--- src/rtl/dec_onehot_pipe_if.sv ---
// ---------------------------------------------------------------------------
// dec_onehot_pipe_if
// Purpose : bundles the upstream (index in) and downstream (mask out)
//           valid/ready channels of the pipelined decoder.
// Signals :
//   in_valid  - upstream transaction valid
//   in_ready  - decoder can accept a transaction this cycle
//   in_data   - IN_W-bit binary index
//   in_mode   - 0 = one-hot, 1 = thermometer
//   out_valid - decoded mask valid
//   out_ready - downstream accepts the mask this cycle
//   out_data  - OUT_W-bit decoded mask
//   out_err   - index was out of range (only with DEC_RANGE_ERR_EN)
// Modports: master = the side that supplies indices and consumes masks,
//           slave  = the decoder itself.
// ---------------------------------------------------------------------------
interface dec_onehot_pipe_if #(
   parameter int IN_W  = 6,
   parameter int OUT_W = 64
);
   logic             in_valid;
   logic             in_ready;
   logic [IN_W-1:0]  in_data;
   logic             in_mode;
   logic             out_valid;
   logic             out_ready;
   logic [OUT_W-1:0] out_data;
   logic             out_err;

   modport master (
      output in_valid, in_data, in_mode, out_ready,
      input  in_ready, out_valid, out_data, out_err
   );

   modport slave (
      input  in_valid, in_data, in_mode, out_ready,
      output in_ready, out_valid, out_data, out_err
   );
endinterface

--- src/rtl/dec_onehot_pipe.sv ---
// ---------------------------------------------------------------------------
// dec_onehot_pipe
// Purpose : two-stage elastic binary decoder. An IN_W-bit index becomes an
//           OUT_W-bit one-hot or thermometer mask. Stage 1 splits the index
//           into a high group (one-hot + "below" mask) and a low group
//           (one-hot or thermometer); stage 2 combines them into the mask.
// Ports   :
//   clk_i   - clock, rising edge
//   rst_n_i - synchronous reset, active low
//   bus     - dec_onehot_pipe_if.slave (valid/ready in, valid/ready out)
// Parameters: IN_W (2..10), OUT_W (2..2**IN_W), LO_W (1..IN_W-1)
// Optional  : define DEC_RANGE_ERR_EN to pipeline an out-of-range flag onto
//             bus.out_err; otherwise out_err is tied low.
// ---------------------------------------------------------------------------
module dec_onehot_pipe #(
   parameter int IN_W  = 6,
   parameter int OUT_W = 64,
   parameter int LO_W  = 3
) (
   input logic              clk_i,
   input logic              rst_n_i,
   dec_onehot_pipe_if.slave bus
);
   localparam int HI_W = IN_W - LO_W;
   localparam int NG   = 1 << HI_W;
   localparam int NL   = 1 << LO_W;

   logic [HI_W-1:0]  hi_idx;
   logic [LO_W-1:0]  lo_idx;
   logic [NG-1:0]    hi_oh_d;
   logic [NG-1:0]    hi_below_d;
   logic [NL-1:0]    lo_d;

   logic [NG-1:0]    hi_oh_q;
   logic [NG-1:0]    hi_below_q;
   logic [NL-1:0]    lo_q;
   logic             mode_q;
   logic             s1_v;

   logic [OUT_W-1:0] mask_d;
   logic [OUT_W-1:0] data_q;
   logic             valid_q;

   logic             s2_load;
   logic             in_fire;

   assign hi_idx = bus.in_data[IN_W-1:LO_W];
   assign lo_idx = bus.in_data[LO_W-1:0];

   // Stage 1 decode of the incoming index into group and lane masks
   always_comb begin
      hi_oh_d    = '0;
      hi_below_d = '0;
      lo_d       = '0;
      for (int g = 0; g < NG; g++) begin
         hi_oh_d[g]    = (hi_idx == HI_W'(g));
         hi_below_d[g] = (HI_W'(g) < hi_idx);
      end
      for (int k = 0; k < NL; k++) begin
         lo_d[k] = bus.in_mode ? (LO_W'(k) <= lo_idx) : (LO_W'(k) == lo_idx);
      end
   end

   // Stage 2 combine; lanes beyond OUT_W are simply never built, which
   // gives zero for one-hot and saturation for thermometer out-of-range
   always_comb begin
      mask_d = '0;
      for (int b = 0; b < OUT_W; b++) begin
         mask_d[b] = hi_oh_q[b / NL] & lo_q[b % NL];
         if (mode_q) begin
            mask_d[b] = mask_d[b] | hi_below_q[b / NL];
         end
      end
   end

   // S1 may hand off to S2 whenever S2 is empty or being drained, and can
   // refill in the same cycle, so a full-rate stream never sees a bubble
   assign s2_load      = s1_v & (~valid_q | bus.out_ready);
   assign bus.in_ready = ~s1_v | s2_load;
   assign in_fire      = bus.in_valid & bus.in_ready;
   assign bus.out_valid = valid_q;
   assign bus.out_data  = data_q;

   // Pipeline registers for both stages
   always_ff @(posedge clk_i) begin
      if (!rst_n_i) begin
         s1_v       <= 1'b0;
         valid_q    <= 1'b0;
         data_q     <= '0;
         hi_oh_q    <= '0;
         hi_below_q <= '0;
         lo_q       <= '0;
         mode_q     <= 1'b0;
      end else begin
         if (in_fire) begin
            hi_oh_q    <= hi_oh_d;
            hi_below_q <= hi_below_d;
            lo_q       <= lo_d;
            mode_q     <= bus.in_mode;
            s1_v       <= 1'b1;
         end else if (s2_load) begin
            s1_v <= 1'b0;
         end

         if (s2_load) begin
            data_q  <= mask_d;
            valid_q <= 1'b1;
         end else if (bus.out_ready) begin
            valid_q <= 1'b0;
         end
      end
   end

`ifdef DEC_RANGE_ERR_EN
   logic range_d;
   logic range_q;
   logic err_q;

   // Widened compare so OUT_W == 2**IN_W never flags an error
   assign range_d     = ({1'b0, bus.in_data} >= (IN_W+1)'(OUT_W));
   assign bus.out_err = err_q;

   // Range flag travels with its transaction through both stages
   always_ff @(posedge clk_i) begin
      if (!rst_n_i) begin
         range_q <= 1'b0;
         err_q   <= 1'b0;
      end else begin
         if (in_fire) begin
            range_q <= range_d;
         end
         if (s2_load) begin
            err_q <= range_q;
         end
      end
   end
`else
   assign bus.out_err = 1'b0;
`endif

endmodule

--- src/flat_wrapper.sv ---
// flat-port wrapper written by rule: the top's interface ports become plain ports
module dec_onehot_pipe_flat 
#(
   parameter int IN_W  = 6,
   parameter int OUT_W = 64,
   parameter int LO_W  = 3
)
  (clk_i, rst_n_i, bus_in_valid, bus_in_data, bus_in_mode, bus_out_ready, bus_in_ready, bus_out_valid, bus_out_data, bus_out_err);
  dec_onehot_pipe_if #(.IN_W(IN_W), .OUT_W(OUT_W)) bus_i ();
  input logic clk_i;
  input logic rst_n_i;
  input wire logic [$bits(bus_i.in_valid)-1:0] bus_in_valid;
  input wire logic [$bits(bus_i.in_data)-1:0] bus_in_data;
  input wire logic [$bits(bus_i.in_mode)-1:0] bus_in_mode;
  input wire logic [$bits(bus_i.out_ready)-1:0] bus_out_ready;
  output wire logic [$bits(bus_i.in_ready)-1:0] bus_in_ready;
  output wire logic [$bits(bus_i.out_valid)-1:0] bus_out_valid;
  output wire logic [$bits(bus_i.out_data)-1:0] bus_out_data;
  output wire logic [$bits(bus_i.out_err)-1:0] bus_out_err;
  assign bus_i.in_valid = bus_in_valid;
  assign bus_i.in_data = bus_in_data;
  assign bus_i.in_mode = bus_in_mode;
  assign bus_i.out_ready = bus_out_ready;
  assign bus_in_ready = bus_i.in_ready;
  assign bus_out_valid = bus_i.out_valid;
  assign bus_out_data = bus_i.out_data;
  assign bus_out_err = bus_i.out_err;
  dec_onehot_pipe #(.IN_W(IN_W), .OUT_W(OUT_W), .LO_W(LO_W)) u_core (.clk_i(clk_i), .rst_n_i(rst_n_i), .bus(bus_i));
endmodule
--- config.mk ---
export PLATFORM = sky130hd
export DESIGN_NAME = dec_onehot_pipe_flat
export DESIGN_NICKNAME = d
export VERILOG_FILES = /design/src/rtl/dec_onehot_pipe_if.sv /design/src/rtl/dec_onehot_pipe.sv /design/src/flat_wrapper.sv
export SDC_FILE = /design/constraint.sdc
export NUM_CORES = 1
export LEC_CHECK = 0
export ABC_AREA = 1
export CAP_MARGIN = 20
export CORE_MARGIN = 2
export CORE_UTILIZATION = 38
export DETAILED_ROUTE_END_ITERATION = 8
export PLACE_DENSITY = 0.64
export SYNTH_ARGS = -nofsm -noshare
export SYNTH_HDL_FRONTEND = slang
export SYNTH_SLANG_ARGS = --single-unit
export TNS_END_PERCENT = 10
--- constraint.sdc ---
create_clock -name clk_i -period 1.7 [get_ports clk_i]
set_input_delay 0.17 -clock clk_i [delete_from_list [all_inputs] [get_ports clk_i]]
set_output_delay 0.17 -clock clk_i [all_outputs]
set_load 0.005 [all_outputs]
==> results.json <==
{
  "wl_mm": 9.44,
  "hold-path-endpoint": "u_core.hi_below_q[5]$_SDFFE_PN0P_",
  "synth_top_family_by_area": "simple AND/OR/NAND/NOR gates",
  "clk_pin_slew_ns": 0.08,
  "relSlewSlack": 0.531,
  "grt_util_all_layers": 0.175,
  "core_region_area_um2": 9770,
  "syn_nets": 579,
  "die_area_um2": 10900,
  "cp-startpoint": "u_core.s1_v$_SDFFE_PN0P_",
  "antenna_found_initial": 0,
  "worst_setup_path_end_kind": "output port",
  "syn_to_final_growth_pct": 26.0,
  "cts.sinks": 90,
  "ys_seq_area_frac": 0.469,
  "grt_pass1_wl_mm": 15.5,
  "r2r_start": "u_core.s1_v$_SDFFE_PN0P_",
  "cts_made_buffers": 9,
  "wl_per_cell_um": 12.5,
  "setup.worst_path.class": "flop to output port",
  "finish.utilization": 0.495,
  "fin_tns_setup_ns": 0,
  "rsz0062_at_grt": "no",
  "maxCapViolations": 0,
  "gr-total-overflow": 0,
  "fp.dieH_um": 105,
  "required_ns": 1.53,
  "port_buffers": 76,
  "hp-class": "flop to flop",
  "synth_xor_area_frac": 0,
  "synth_area_per_cell_um2": 6.76,
  "die_w_um": 105,
  "synth_compound_area_frac": 0.117,
  "synthAdderAreaFrac": 0,
  "drc": 0,
  "ir_drop_uv": 441,
  "ant_nets": 0,
  "cts_tree": "done",
  "powerDensity_nw_per_um2": 938,
  "crit_path_max_fanout": 9,
  "arrival_ns": 1.39,
  "cts_max_level": 3,
  "vias": 3602,
  "insertedDiodeCount": 0,
  "period_share": 0.920,
  "clockRootBuffer": "clkbuf_8",
  "drt_iter0_drc": 115,
  "cts_hold_buf": 0,
  "skew_ns": 0.00901,
  "r2r_end": "u_core.hi_below_q[2]$_SDFFE_PN0P_",
  "synth_simple_gate_area_frac": 0.334,
  "cp-start-kind": "flop",
  "muxShareOfSynthArea": 0,
  "synthCells": 568,
  "status": "finished clean",
  "synth-seq-cells": 90,
  "grt_pass1_vias": 3275,
  "fmaxAchievable_ghz": 0.639,
  "yosysWarnings": 0,
  "hp-start": "u_core.hi_below_q[5]$_SDFFE_PN0P_",
  "finalMaxSlewViolations": 0,
  "p_leak_uw": 0.00213,
  "netlist-cell-type-count": 22,
  "first_pass_iters": 5,
  "hold_slack_ns": 0.463,
  "clkLatencyLatePin_ns": 0.35,
  "worstMarginPinSlew_ns": 0.703,
  "hold_viol": 0,
  "post_cts_buffers": 0,
  "hold_depth": 2,
  "gp_congestion": 0.840,
  "r2r_slack_ns": 0.48,
  "setup_viol": 0,
  "num_io_pins": 78,
  "drive_gt1_frac": 0.0433,
  "rr_worst_depth": 7,
  "clockBufferDepth": 2,
  "min_period_ns": 1.56,
  "ctsResizeCount": 0,
  "start_util": 0.393,
  "placementRows": 36,
  "viasPerCell": 4.76,
  "grt_max_degree": 65,
  "synth_area_um2": 3840,
  "hpwl_mm": 6.45,
  "nets": 630
}
-- stage by stage --
stage	instances	cell area, µm²	setup WS (ns)	total power [µW]
global route	757	4840	0.0594	4740
detailed placement	741	4620	0.123	2990
CTS	757	4840	0.114	4590
global placement	741	4620	0.182	2980
finish	757	4840	0.136	4540
floorplan	568	3840	0.642	2700
-- layout by cell type (no fill, tap or decap), drive strengths merged --
| cell type | n |
|---|---|
| nand2 | 168 |
| bufinv | 2 |
| nand3b | 1 |
| clkinvlp | 2 |
| o21ai | 66 |
| clkdlybuf4s50 | 76 |
| inv | 16 |
| a21oi | 24 |
| nor3 | 3 |
| nor2 | 140 |
| clkbuf | 12 |
| nand3 | 14 |
| nand4 | 2 |
| buf | 7 |
| dfxtp | 90 |
| conb | 1 |
-- where the power goes --
part | switching (µW) | total [µW] | internal [µW]
Sequential | 123 | 2350 | 2230
Clock | 733 | 1600 | 870
Combinational | 286 | 583 | 296
-- worst max-delay path, cell delays in order (launching register included) --
cell and delay [ns]:
dfxtp_1 0.40, nand3_4 0.16, clkdlybuf4s50_1 0.49
-- synth_stat cells --
master	instances	area, µm²
nand3_1	13	65.1
nor2_1	140	526
nand3_4	1	17.5
clkbuf_1	22	82.6
a21oi_1	24	120
dfxtp_1	90	1800
inv_1	13	48.8
buf_6	7	78.8
nand3b_1	1	7.51
inv_2	3	11.3
nor3_1	3	15.0
buf_1	1	3.75
o21ai_0	51	255
nand2_2	1	6.26
buf_2	8	40.0
buf_4	4	30.0
o21ai_1	15	75.1
nand2_4	1	11.3
conb_1	1	3.75
clkbuf_2	1	5.00
nand4_1	2	12.5
nand2_1	166	623
-- sequential cells by signal, indices dropped and copies added (netlist names) --
| register | cells |
|---|---|
| u_core.bus.out_data | 64 |
| u_core.bus.out_valid | 1 |
| u_core.hi_below_q | 7 |
| u_core.hi_oh_q | 8 |
| u_core.lo_q | 8 |
| u_core.mode_q | 1 |
| u_core.s1_v | 1 |
-- routing by layer --
metal	track usage	vias up	share of wire
met5	0	-	0
met4	0.0637	0	0.011
met3	0.0269	11	0.065
met2	0.295	101	0.47
met1	0.227	1613	0.45
li1	-	1877	-
-- worst max-delay path by stage --
stage / end / slack (ns) / cells after the start
2_1_floorplan: u_core.lo_q[7]$_SDFFE_PN0P_ / 0.64 / 6
3_3_place_gp: u_core.bus.out_data[58]$_SDFFE_PN0P_ / 0.18 / 8
3_5_place_dp: u_core.bus.out_data[56]$_SDFFE_PN0P_ / 0.12 / 8
4_1_cts: bus_in_ready / 0.11 / 2
5_1_grt: bus_in_ready / 0.06 / 2
6_report: bus_in_ready / 0.14 / 2
-- kinds of logic (layout without fill, tap and decap cells) --
logic type,count (synthesis),in the layout
AND/OR/NAND/NOR,328,328
AO/OA/AOI/OAI,90,90
flip-flops,90,90
buffers and inverters,59,115
other,1,1
-- layout make-up --
cell class,count,area (µm²)
sequential,90,1800
tap,133,166
inverter,16,60.1
multi-input combinational,419,1740
clock buffer,12,145
clock inverter,4,75.1
fill,1028,4940
timing repair buffer,83,851
(Power assumes the default switching activity.)
